--- src/rtl/apb_bus_driver.sv ---
// apb_bus_driver: single-entry APB initiator clocked by system_clk.
// Divides system_clk into apb_clk, which is high for HALF_PERIOD cycles and low for HALF_PERIOD
// cycles. Sequences SETUP/ACCESS transfers only on apb_clk rise events.
// A one-deep holding register accepts a command while a transfer is still in flight, which
// allows back-to-back transfers.
//
// Ports:
//   system_clk, nrst                    clock; synchronous active-low reset
//   req_valid/req_ready/req_write/
//   req_addr/req_wdata                  command handshake into the holding register
//   rsp_valid/rsp_rdata/rsp_err/
//   rsp_timeout                         one-cycle completion pulse with the captured response
//   apb_clk, apb_rise                   generated bus clock; registered rise marker
//   psel/penable/pwrite/paddr/pwdata    APB request outputs
//   pready/pslverr/prdata               APB completer responses
//
// Optional feature: define APB_DRV_TIMEOUT_EN to abort an ACCESS phase that sees no PREADY
// for TIMEOUT_CYC apb_clk periods.
module apb_bus_driver #(
  parameter int unsigned ADDR_W      = 32,
  parameter int unsigned DATA_W      = 32,
  parameter int unsigned HALF_PERIOD = 4,
  parameter int unsigned TIMEOUT_CYC = 16
) (
  input  logic              system_clk,
  input  logic              nrst,
  input  logic              req_valid,
  output logic              req_ready,
  input  logic              req_write,
  input  logic [ADDR_W-1:0] req_addr,
  input  logic [DATA_W-1:0] req_wdata,
  output logic              rsp_valid,
  output logic [DATA_W-1:0] rsp_rdata,
  output logic              rsp_err,
  output logic              rsp_timeout,
  output logic              apb_clk,
  output logic              apb_rise,
  output logic              psel,
  output logic              penable,
  output logic              pwrite,
  output logic [ADDR_W-1:0] paddr,
  output logic [DATA_W-1:0] pwdata,
  input  logic              pready,
  input  logic              pslverr,
  input  logic [DATA_W-1:0] prdata
);

  localparam int unsigned CntW = (HALF_PERIOD > 1) ? $clog2(HALF_PERIOD) : 1;

  // The completer needs a full half period to detect apb_clk edges and respond.
  if (HALF_PERIOD < 4 || TIMEOUT_CYC < 1) begin : g_bad_param
    $error("apb_bus_driver: HALF_PERIOD must be >= 4 and TIMEOUT_CYC >= 1");
  end

  typedef enum logic [1:0] {StIdle, StSetup, StAccess} state_e;

  state_e            state_q, state_d;
  logic [CntW-1:0]   div_q, div_d;
  logic              apb_clk_q, apb_clk_d;
  logic              rise_q, rise_d;
  logic              hold_full_q, hold_full_d;
  logic              hold_write_q, hold_write_d;
  logic [ADDR_W-1:0] hold_addr_q, hold_addr_d;
  logic [DATA_W-1:0] hold_wdata_q, hold_wdata_d;
  logic              psel_q, psel_d;
  logic              penable_q, penable_d;
  logic              pwrite_q, pwrite_d;
  logic [ADDR_W-1:0] paddr_q, paddr_d;
  logic [DATA_W-1:0] pwdata_q, pwdata_d;
  logic              rsp_valid_q, rsp_valid_d;
  logic [DATA_W-1:0] rsp_rdata_q, rsp_rdata_d;
  logic              rsp_err_q, rsp_err_d;
  logic              div_tc, rise_evt, load_bus, tmo_hit;

`ifdef APB_DRV_TIMEOUT_EN
  localparam int unsigned TmoW = $clog2(TIMEOUT_CYC + 1);
  logic [TmoW-1:0] tmo_q, tmo_d;
  logic            rsp_timeout_q, rsp_timeout_d;
  // Abort on the edge where this would be the TIMEOUT_CYC-th wait period.
  assign tmo_hit     = !pready && (tmo_q == TmoW'(TIMEOUT_CYC - 1));
  assign rsp_timeout = rsp_timeout_q;
`else
  assign tmo_hit     = 1'b0;
  assign rsp_timeout = 1'b0;
`endif

  assign div_tc   = (div_q == CntW'(HALF_PERIOD - 1));
  assign rise_evt = div_tc && !apb_clk_q;

  always_comb begin
    state_d      = state_q;
    div_d        = div_tc ? '0 : div_q + 1'b1;
    apb_clk_d    = div_tc ? !apb_clk_q : apb_clk_q;
    rise_d       = rise_evt;
    hold_full_d  = hold_full_q;
    hold_write_d = hold_write_q;
    hold_addr_d  = hold_addr_q;
    hold_wdata_d = hold_wdata_q;
    psel_d       = psel_q;
    penable_d    = penable_q;
    pwrite_d     = pwrite_q;
    paddr_d      = paddr_q;
    pwdata_d     = pwdata_q;
    rsp_valid_d  = 1'b0;
    rsp_rdata_d  = rsp_rdata_q;
    rsp_err_d    = rsp_err_q;
    load_bus     = 1'b0;
`ifdef APB_DRV_TIMEOUT_EN
    tmo_d         = tmo_q;
    rsp_timeout_d = rsp_timeout_q;
`endif

    // req_ready is the registered !hold_full, so accept and load never coincide.
    if (req_valid && !hold_full_q) begin
      hold_full_d  = 1'b1;
      hold_write_d = req_write;
      hold_addr_d  = req_addr;
      hold_wdata_d = req_wdata;
    end

    if (rise_evt) begin
      unique case (state_q)
        StIdle: begin
          if (hold_full_q) load_bus = 1'b1;
        end
        StSetup: begin
          penable_d = 1'b1;
          state_d   = StAccess;
        end
        StAccess: begin
          if (pready || tmo_hit) begin
            rsp_valid_d = 1'b1;
            rsp_err_d   = pslverr || tmo_hit;
            rsp_rdata_d = (pwrite_q || tmo_hit) ? '0 : prdata;
`ifdef APB_DRV_TIMEOUT_EN
            rsp_timeout_d = tmo_hit;
`endif
            if (hold_full_q) begin
              load_bus = 1'b1;
            end else begin
              psel_d    = 1'b0;
              penable_d = 1'b0;
              state_d   = StIdle;
            end
          end else begin
`ifdef APB_DRV_TIMEOUT_EN
            tmo_d = tmo_q + 1'b1;
`endif
          end
        end
        default: state_d = StIdle;
      endcase
    end

    if (load_bus) begin
      psel_d      = 1'b1;
      penable_d   = 1'b0;
      pwrite_d    = hold_write_q;
      paddr_d     = hold_addr_q;
      pwdata_d    = hold_wdata_q;
      hold_full_d = 1'b0;
      state_d     = StSetup;
`ifdef APB_DRV_TIMEOUT_EN
      tmo_d = '0;
`endif
    end
  end

  always_ff @(posedge system_clk) begin
    if (!nrst) begin
      state_q      <= StIdle;
      div_q        <= '0;
      apb_clk_q    <= 1'b1;
      rise_q       <= 1'b0;
      hold_full_q  <= 1'b0;
      hold_write_q <= 1'b0;
      hold_addr_q  <= '0;
      hold_wdata_q <= '0;
      psel_q       <= 1'b0;
      penable_q    <= 1'b0;
      pwrite_q     <= 1'b0;
      paddr_q      <= '0;
      pwdata_q     <= '0;
      rsp_valid_q  <= 1'b0;
      rsp_rdata_q  <= '0;
      rsp_err_q    <= 1'b0;
`ifdef APB_DRV_TIMEOUT_EN
      tmo_q         <= '0;
      rsp_timeout_q <= 1'b0;
`endif
    end else begin
      state_q      <= state_d;
      div_q        <= div_d;
      apb_clk_q    <= apb_clk_d;
      rise_q       <= rise_d;
      hold_full_q  <= hold_full_d;
      hold_write_q <= hold_write_d;
      hold_addr_q  <= hold_addr_d;
      hold_wdata_q <= hold_wdata_d;
      psel_q       <= psel_d;
      penable_q    <= penable_d;
      pwrite_q     <= pwrite_d;
      paddr_q      <= paddr_d;
      pwdata_q     <= pwdata_d;
      rsp_valid_q  <= rsp_valid_d;
      rsp_rdata_q  <= rsp_rdata_d;
      rsp_err_q    <= rsp_err_d;
`ifdef APB_DRV_TIMEOUT_EN
      tmo_q         <= tmo_d;
      rsp_timeout_q <= rsp_timeout_d;
`endif
    end
  end

  assign req_ready = !hold_full_q;
  assign apb_clk   = apb_clk_q;
  assign apb_rise  = rise_q;
  assign psel      = psel_q;
  assign penable   = penable_q;
  assign pwrite    = pwrite_q;
  assign paddr     = paddr_q;
  assign pwdata    = pwdata_q;
  assign rsp_valid = rsp_valid_q;
  assign rsp_rdata = rsp_rdata_q;
  assign rsp_err   = rsp_err_q;

endmodule

--- config.mk ---
export PLATFORM = sky130hd
export DESIGN_NAME = apb_bus_driver
export DESIGN_NICKNAME = d
export VERILOG_FILES = /design/src/rtl/apb_bus_driver.sv
export SDC_FILE = /design/constraint.sdc
export NUM_CORES = 1
export LEC_CHECK = 0
export ABC_AREA = 1
export CAP_MARGIN = 0
export CORE_MARGIN = 3
export CORE_UTILIZATION = 41
export DETAILED_ROUTE_END_ITERATION = 10
export GPL_TIMING_DRIVEN = 0
export HOLD_SLACK_MARGIN = 0.05
export PLACE_DENSITY = 0.76
export SETUP_SLACK_MARGIN = 0.5
export SLEW_MARGIN = 20
export SYNTH_ARGS = -nofsm -noshare
export SYNTH_HDL_FRONTEND = slang
export SYNTH_SLANG_ARGS = --single-unit
--- constraint.sdc ---
create_clock -name system_clk -period 1.2 [get_ports system_clk]
set_input_delay 0.18 -clock system_clk [delete_from_list [all_inputs] [get_ports system_clk]]
set_output_delay 0.18 -clock system_clk [all_outputs]
set_load 0.01 [all_outputs]
* Word-level counts from Yosys, hierarchy flattened *
Index checks and enable logic that the tools add are counted.

cells by class
  add/subtract/negate cells = 1
  multipliers = 0
  divide/modulo/power cells = 0
  order comparisons = 0
  equality and inequality tests = 9
  shift-type cells = 0
  muxes and demuxes = 17
  bitwise logic cells = 2
  reduce and logical (&&, ||, !) cells = 17

operators with widths
  cell                   number
  $mux W32               1
  $reduce_and A4 Y1      4
  $mux W1                11
  $reduce_bool A2 Y1     4
  $ne A2 B2 Y1 const B   3
  $ne A3 B3 Y1 const B   2
  $pmux W2 S3            1
  $reduce_and A3 Y1      2
  $eq A2 B2 Y1 const B   2
  $mux W2                2
  $pmux W1 S2            2
  $reduce_or A2 Y1       2
  $add A2 B1 Y2 const B  1
  $eq A2 B1 Y1 const B   1
  $logic_and A1 B1 Y1    2
  $logic_not A1 Y1       2
  $logic_not A2 Y1       1
  $ne A2 B1 Y1 const B   1
  $not A1 Y1             2

storage, ports and cells
  bits in registers = 173
  latch bits = 0
  bits in writable memories = 0
  bits in read-only memories = 0
  input port bits = 102
  output and inout port bits = 105
  logic and storage cells = 63
  memories kept = 0

* Longest topological paths before layout *
Gate-level depths: netlist of run 1.

  word-level depth = 6
  mapped depth = 8
  mapped depth without buffers = 8

* Least setup slack after synthesis of run 1 *
Ideal clock, no wire load.

  path type = register to register
  start = register div_q[0]
  end = register paddr_q[29] (netlist: paddr[29])
  data arrival time = 1237 ps
  data required time = 1085 ps
  path slack = -152 ps
  cell stages (with the launch flop) = 9
  buffers on the path = 2
  period minus slack after synthesis = 1352 ps
  cells stage by stage = dfxtp_1 > ha_1 > inv_2 > nor2_8 > nand3_4 > buf_8 > buf_8 > o21ai_2 > a21oi_2

between the ends
  cells in the longest elaborated chain, start to end = 3

RTL lines
  item                    RTL line  RTL
  start, declared         58        logic [CntW-1:0] div_q, div_d;
  start signal, assigned  193       div_q <= div_d;
  $eq A2 B2 Y1            87        assign div_tc = (div_q == CntW'(HALF_PERIOD - 1));
  $logic_and A1 B1 Y1     88        assign rise_evt = div_tc && !apb_clk_q;
  $mux W1                 121       if (rise_evt) begin
  end signal, assigned    203       paddr_q <= paddr_d;
  end, declared           68        logic [ADDR_W-1:0] paddr_q, paddr_d;

Every way passes these cells.
A chain may end at the register's enable or synchronous reset.

* Worst setup path in the final report of run 1 *
  start = register div_q[0]
  end = register rsp_rdata_q[28] (netlist: rsp_rdata[28])

between the ends
  cells in the longest elaborated chain, start to end = 3

RTL lines
  item                                RTL line  RTL
  $eq A2 B2 Y1                        87
  $logic_and A1 B1 Y1                 88
  $reduce_and A3 Y1 (no source line)  n/a
  end signal, assigned                206       rsp_rdata_q <= rsp_rdata_d;
  end, declared                       71        logic [DATA_W-1:0] rsp_rdata_q, rsp_rdata_d;

Every way passes these cells.

==> out/qor.csv, run 1 <==
stage,metric,value,unit
cts,clock_path_buffers,2,
synthesis,synth-main-ff-cell,dfxtp_1,
run_status,status,"complete, but fails checks",
global_route,grtUsageTotal,0.224,
drt,first_iter_violations,277,
timing,setup_ws,-0.267,ns
power,p_seq_frac,0.446,
critical_path,regToRegSetupSlack,-0.27,ns
critical_path,max_stage_delay,0.35,ns
synthesis,avgSynthCellArea,8.12,µm²
power,p_switching,0.00335,W
global_route,grt_start_max_net_pins,17,
power,clkPwrFrac,0.422,
global_route,grt-ovfl-total,0,
synthesis,syn-num-nets,869,
critical_path,cp_cell_sequence,"ha_4, buf_6, nand3_4, nor2_4, nand2_4, buf_8, o21ai_2",
global_route,grt_pass1_vias,5794,
cts,cts_sinks,173,
synthesis,synth_top_family_by_area,compound AO/OA/AOI/OAI gates,
global_route,antenna_found_initial,0,
cts,cts-htree-levels,4,
drt,drt-wirelength-per-cell,17.9,µm
critical_path,cpMaxStageDelayCell,dfxtp_2,
placed_design,place_congestion,0.810,
critical_path,cp.buffers_inverters,2,
critical_path,cp.required,1.55,ns
finish,insertedDiodeCount,0,
cts,numCtsBuffers,17,
timing,rsz0062_at_grt,yes,
critical_path,crit_arrival,1.82,ns
timing,skew,0.00593,ns
finish,final_layout_size_suffix_gt1_frac,0.562,
synthesis,ys_top_cells_by_count,"173 x dfxtp_1, 133 x nor2_1, 132 x o21ai_0",
synthesis,ys_warn_count,0,
placed_design,dpl.hpwl,12300,µm
floorplan,initial_core_util,0.423,
synthesis,synthCells,766,
synthesis,yosysTopAreaCellShare,0.557,
synthesis,yosys.area.top_type,dfxtp_1,
floorplan,coreArea,0.0147,mm²
cts,clockRootBuffer,clkbuf_16,
timing,max_freq,682,MHz
floorplan,fp-row-count,44,
timing,finalSetupTns,-25.91,ns
drt,viasPerCell,5.12,
placed_design,dp_cells,1155,
placed_design,portBuffers,205,
critical_path,cp-start-kind,flip-flop,
synthesis,ys_seq_area_frac,0.557,
cts,insertion_delay,0.43,ns
power,netSwitchingFraction,0.242,
finish,postLayoutCoreUtil,0.802,
timing,fin_crit_sh,1.22,
synthesis,yosys_register_bits,173,
run_status,failed_checks,negative setup slack,
synthesis,synth_compound_area_frac,0.192,
drt,drc,0,
global_route,grt_pass1_wl,29400,µm
critical_path,end_kind,flip-flop,
synthesis,post-synth-top-count-cell,dfxtp_1,
synthesis,synth_edf_count,0,
timing,hold_viol,0,
critical_path,path_class,reg -> reg,
synthesis,synthSimpleGateAreaFrac,0.149,
synthesis,synth_area,0.00622,mm²
timing,fin_hold_ws,0.304,ns
synthesis,synthAdderAreaFrac,0.00201,
power,p_leak,4.70,nW
finish,synthToLayoutAreaGrowth,89.5,%
timing,setup_viol,160,
cts,clkSlewWorstSetupHoldPaths,0.06,ns
power,ir_worst_vdd,1.09,mV
power,power_density,1170,mW/mm²
floorplan,die_w,129,µm
synthesis,async_reset_ff_frac,0,
timing,slew_headroom,0.624,
floorplan,ios,207,
run,maxCapViolations,0,
synthesis,synthTopCellsByArea,"dfxtp_1 56%, o21ai_0 11%, nor2_1 8.0%",
synthesis,muxShareOfSynthArea,0,
power,power_frac_comb,0.132,
placed_design,dpl_worst_slack,-0.638,ns
drt,vias,6365,
synthesis,yosys.area_share.xor_xnor,0,
floorplan,dieArea,0.0167,mm²
floorplan,die_h,129,µm
drt,routed_wirelength,22300,µm
cts,cts_tree,done,
synthesis,yosysUniqueCellTypes,26,
timing,fin_crit,1.47,ns
timing,drv_slew,0,
drt,ant_nets,0,
critical_path,crit_family,simple AND/OR/NAND/NOR gates,
worst_hold_path,hp-class,in -> reg,
finish,nets,1149,
drt,first_pass_iters,5,
finish,final_cell_count_no_fill,1243,
timing,worst_pin_slew,0.564,ns
power,internal_power,0.0105,W
critical_path,cp_max_fo,10,
==> through the flow <==
stage               total power [W]  instance area [µm²]
CTS                          0.0132                10500
floorplan                   0.00674                 6450
detailed placement          0.00726                 8730
global route                 0.0142                11800
global placement            0.00724                 8730
finish                       0.0138                11800
==> power by group through the flow <==
stage / clock (W) / combinational, W / sequential (W)
finish: 0.00584 / 0.00182 / 0.00617
global route: 0.00611 / 0.00194 / 0.00619
global placement: 0 / 0.00107 / 0.00617
floorplan: 0 / 0.000581 / 0.00616
detailed placement: 0 / 0.00109 / 0.00618
CTS: 0.00586 / 0.00127 / 0.00606
==> sequential cells by signal, summed over array words and instances, names as in the netlist <==
name,count
apb_clk,1
pwdata,32
hold_write_q,1
psel,1
hold_full_q,1
rsp_valid,1
apb_rise,1
rsp_rdata,32
penable,1
hold_wdata_q,32
pwrite,1
state_q,2
hold_addr_q,32
div_q,2
rsp_err,1
paddr,32
==> placed cells by master (no fill, tap or decap), types with 4 or more instances in the layout <==
cell             synthesis  routed
dfxtp_2                  0     104
o21ai_4                  0      12
a21oi_1                 67      24
buf_6                    9     121
clkbuf_1                22       5
clkinv_2                 0       4
inv_1                   72      70
buf_2                   14       4
clkdlybuf4s50_1          0     100
nor2_2                   2      16
o21ai_0                132      24
clkbuf_16                0      33
dfxtp_1                173      68
buf_12                   0      15
buf_4                    1      27
a21oi_4                  0       4
o21ai_2                  2      84
nor2_4                   0      52
a21oi_2                  4      43
nand2_1                 47      45
clkbuf_2                 6       9
buf_16                   0       4
clkbuf_4                 0       4
nand3_2                  0      19
nor2_1                 133      67
o21ai_1                 29      43
clkbuf_8                 0       7
nand3_1                 36      16
buf_8                    2       8
==> path summary, 6_finish.rpt <==
path,start,to,cells after the start
worst max-delay path,div_q[0],rsp_rdata[28],7
worst min-delay path,prdata[31],rsp_rdata[31],3
worst max register to register,div_q[0],rsp_rdata[28],7
worst min register to register,paddr[13],paddr[13],2
==> worst register-to-register path: stages (launching register included) <==
cell and delay [ns]:
dfxtp_2 0.35, ha_4 0.16, buf_6 0.11, nand3_4 0.07, nor2_4 0.22, nand2_4 0.16
buf_8 0.19, o21ai_2 0.13
==> kinds of logic after synthesis <==
kind of cell / Yosys count
buf+inv: 133
flops: 173
fa+ha+maj: 1
compound gates: 234
simple gates: 224
other cells: 1
==> repair_timing <==
| item | in CTS | in global routing |
|---|---|---|
| cloned | 11 | 15 |
| pin swaps | 14 | 36 |
| setup buffers | 9 | 21 |
| endpoints found under the hold margin | 0 | 0 |
| gates resized for setup | 809 | 228 |
| hold buffers | 0 | 0 |
| endpoints found under the setup margin | 277 | 277 |
==> final cells by class <==
class	instances	area [µm²]
clock inverters	10	134
repair buffers	260	2950
flip-flops and latches	173	3600
fillers	858	2910
multi-input cells	461	3380
inverters	77	312
clock buffers	22	494
well taps	184	230
plain buffers	56	697
==> layer usage <==
metal,GRT usage,routed length (µm),vias up
met5,0,0,-
met3,0.0528,1100,42
li1,-,-,3048
met4,0.0988,583,0
met2,0.364,11300,204
met1,0.284,9320,3071
Power figures use the tool's default switching activity.
==> inputs of run 2 (changes only) <==
ABC_AREA = default   (was 1)
CAP_MARGIN = default   (was 0)
CORE_UTILIZATION = 42   (was 41)
==> run 2 against run 1 <==
  * The flow still finishes with violations (negative setup slack)
  * Area after synthesis is 5.2% higher
  * Combinational power is 25% lower
  * Flip-flop and latch count stayed put
  * Worst setup slack worse by 0.10 ns
==> out/qor.csv, run 2 <==
stage,metric,value,unit,change
synthesis,synth_compound_area_frac,0.0633,,-0.129
timing,rsz0062_at_grt,yes,,
power,ir_worst_vdd,1.02,mV,-6.2%
global_route,grt_start_max_net_pins,17,,unchanged
synthesis,async_reset_ff_frac,0,,unchanged
floorplan,die_w,131,µm,+1.3%
critical_path,cp_max_fo,8,,-2
synthesis,synth_area,0.00655,mm²,+5.2%
critical_path,cpMaxStageDelayCell,a2111oi_2,,
global_route,grt-ovfl-total,0,,unchanged
cts,insertion_delay,0.43,ns,about the same
synthesis,synthCells,754,,-1.6%
synthesis,synth-main-ff-cell,dfxtp_1,,
timing,worst_pin_slew,0.690,ns,+0.126 ns
finish,layout_common_cells,"245 x nand2_1, 111 x buf_6, 104 x dfxtp_2",,
critical_path,path_class,reg -> reg,,
power,internal_power,0.0101,W,-4.1%
synthesis,syn-num-nets,857,,-1.4%
synthesis,yosys.area.top_type,dfxtp_1,,
timing,hold_viol,0,,unchanged
timing,fin_crit_sh,1.31,,+0.0838
worst_hold_path,worstHoldStart,pready,,
floorplan,initial_core_util,0.431,,+0.00748
critical_path,rr_worst_depth,6,,-1
synthesis,ys_top_cells_by_count,"294 x nand2_1, 173 x dfxtp_1, 94 x mux2i_1",,
run,maxCapViolations,0,,unchanged
placed_design,dp_cells,1145,,-0.87%
finish,insertedDiodeCount,0,,unchanged
critical_path,end_kind,flip-flop,,
synthesis,synthTopCellsByArea,"dfxtp_1 53%, nand2_1 17%, mux2i_1 14%",,
power,p_switching,0.00297,W,-11%
cts,cts-htree-levels,4,,unchanged
drt,drc,0,,unchanged
power,p_leak,4.28,nW,-9.0%
synthesis,post-synth-top-count-cell,nand2_1,,
global_route,grtUsageTotal,0.219,,-0.00477
critical_path,regToRegStartpoint,div_q[0],,
placed_design,dpl.hpwl,13000,µm,+5.8%
synthesis,yosys_register_bits,173,,unchanged
drt,first_iter_violations,272,,-1.8%
floorplan,coreArea,0.0152,mm²,+3.4%
cts,numCtsBuffers,17,,unchanged
worst_hold_path,worstHoldEndpoint,rsp_rdata[13],,
cts,cts_tree,done,,
run_status,status,"complete, but fails checks",,
synthesis,ys_warn_count,0,,unchanged
synthesis,synthSimpleGateAreaFrac,0.222,,+0.0722
floorplan,ios,207,,unchanged
global_route,grt_pass1_vias,5823,,+0.50%
critical_path,max_stage_delay,0.35,ns,about the same
synthesis,yosys.area_share.xor_xnor,0,,unchanged
critical_path,reg2reg_to,penable,,
finish,final_common_cell,nand2_1,,
synthesis,yosysTopAreaCellShare,0.529,,-0.0278
drt,ant_nets,0,,unchanged
timing,skew,0.00734,ns,+0.00142 ns
floorplan,die_h,131,µm,+1.3%
floorplan,dieArea,0.0171,mm²,+2.6%
cts,clock_path_buffers,2,,unchanged
timing,fin_crit,1.57,ns,+0.101 ns
drt,drt-wirelength-per-cell,16.8,µm,-6.1%
power,netSwitchingFraction,0.228,,-0.0138
critical_path,cp.required,1.51,ns,-0.04 ns
placed_design,portBuffers,203,,-0.98%
finish,synthToLayoutAreaGrowth,72.0,%,
finish,nets,1134,,-1.3%
drt,routed_wirelength,20700,µm,-6.9%
timing,setup_ws,-0.368,ns,-0.101 ns
power,clkPwrFrac,0.436,,+0.014
synthesis,muxShareOfSynthArea,0.144,,+0.144
finish,design_area,0.0113,mm²,-4.5%
global_route,grt_pass1_wl,29200,µm,-0.66%
synthesis,synthAdderAreaFrac,0.00191,,-0.000100
power,power_density,1160,mW/mm²,-1.4%
timing,slew_headroom,0.540,,-0.0840
synthesis,synth_edf_count,0,,unchanged
critical_path,regToRegSetupSlack,-0.37,ns,-0.10 ns
placed_design,place_congestion,0.781,,-3.6%
drt,first_pass_iters,4,,-1
worst_hold_path,hp-class,in -> reg,,
timing,max_freq,638,MHz,-6.4%
timing,drv_slew,0,,unchanged
finish,final_cell_count_no_fill,1232,,-0.88%
synthesis,synth_top_family_by_area,simple AND/OR/NAND/NOR gates,,
placed_design,placed_area,0.00911,mm²,+4.4%
cts,clockRootBuffer,clkbuf_16,,
drt,viasPerCell,4.98,,-2.7%
global_route,antenna_found_initial,0,,unchanged
cts,clkSlewWorstSetupHoldPaths,0.06,ns,about the same
synthesis,ys_seq_area_frac,0.529,,-0.0278
power,power_frac_comb,0.105,,-0.027
critical_path,cp_cell_sequence,"ha_4, buf_4, and4bb_4, and2_4, buf_12, a2111oi_2",,
floorplan,fp-row-count,45,,+2.3%
synthesis,yosysUniqueCellTypes,29,,+12%
critical_path,cp-start-kind,flip-flop,,
power,p_seq_frac,0.459,,+0.013
finish,final_layout_size_suffix_gt1_frac,0.413,,-0.149
worst_hold_path,hold_depth,3,,unchanged
critical_path,crit_arrival,1.88,ns,+0.06 ns
run_status,failed_checks,negative setup slack,,
timing,setup_viol,168,,+5.0%
synthesis,avgSynthCellArea,8.68,µm²,+6.9%
drt,vias,6138,,-3.6%
cts,cts_sinks,173,,unchanged
==> run 2: changes by cell type after synthesis, sizes merged, moves of 3 or more <==
cell | before | now
nand2b | 0 | 3
nand4 | 0 | 4
mux2i | 0 | 94
clkbuf | 28 | 44
inv | 77 | 5
buf | 28 | 15
o21ai | 163 | 4
nor2b | 0 | 3
a21oi | 71 | 66
nand2 | 49 | 294
nor2 | 136 | 3
nand3b | 0 | 28
nand3 | 37 | 1
nor3 | 1 | 4
==> run 2: worst max-delay path by stage <==
stage / startpoint / endpoint / slack (ns) / depth (start not counted)
floorplan: div_q[0] / penable / -0.23 / 5
finish: div_q[0] / penable / -0.37 / 6
global placement: div_q[0] / paddr[15] / -0.61 / 6
CTS: div_q[0] / pwdata[1] / -0.39 / 7
detailed placement: div_q[0] / pwdata[10] / -0.59 / 5
global route: div_q[0] / pwdata[19] / -0.40 / 6
==> run 2: cell families (layout without fill, tap and decap cells) <==
| logic type | Yosys count | count (layout) |
|---|---|---|
| simple gates | 345 | 345 |
| mux | 94 | 94 |
| other cells | 1 | 1 |
| compound gates | 76 | 76 |
| buf+inv | 64 | 354 |
| fa+ha+maj | 1 | 1 |
| flops | 173 | 173 |
==> run 2: per-stage QoR <==
stage               hold WS (ns)  power [W]  utilization  TNS (ns)  setup slack, ns
global placement           0.419    0.00710        0.600    -70.63           -0.610
detailed placement         0.423    0.00711        0.600    -70.78           -0.595
global route              0.0648     0.0134        0.741    -42.78           -0.404
floorplan                  0.313    0.00660            -    -20.18           -0.231
finish                    0.0684     0.0130        0.741    -33.94           -0.368
CTS                       0.0510     0.0129        0.694    -35.80           -0.387
==> run 2: area by class of cell <==
cell class,instances,area (µm²)
Multi-Input combinational cell,517,3230
Tap cell,188,235
Sequential cell,173,3600
Clock buffer,21,470
Fill cell,1054,3940
Inverter,5,26.3
Buffer,59,718
Timing Repair Buffer,258,2840
Clock inverter,11,139
==> run 2: repair_timing <==
action,CTS,global route
cloned,2,13
gates resized for setup,715,84
setup buffers,19,20
pin swaps,12,33
hold buffers,1,0
hold endpoints to repair,1,0
setup endpoints to repair,277,277
==> run 2: critical path, delay by kind of cell (launching register included) <==
family,cells,cell delay [ns]
AO/OA/AOI/OAI,1,0.35
adder cells (fa/ha/maj),1,0.17
flip-flops,1,0.33
AND/OR/NAND/NOR,2,0.33
buffers and inverters,2,0.29
==> run 2: routing by layer <==
metal	track usage	vias up	routed length (µm)
li1	-	3019	-
met1	0.270	2908	8860
met2	0.372	178	10300
met3	0.0569	33	1160
met4	0.0762	0	383
met5	0	-	0
==> run 2: power groups by stage <==
stage	clock network, W	logic (W)	registers, W
3_3_place_gp	0	0.00102	0.00608
3_5_place_dp	0	0.00103	0.00609
6_report	0.00568	0.00137	0.00598
5_1_grt	0.00597	0.00147	0.00599
2_1_floorplan	0	0.000526	0.00607
4_1_cts	0.00575	0.00117	0.00597
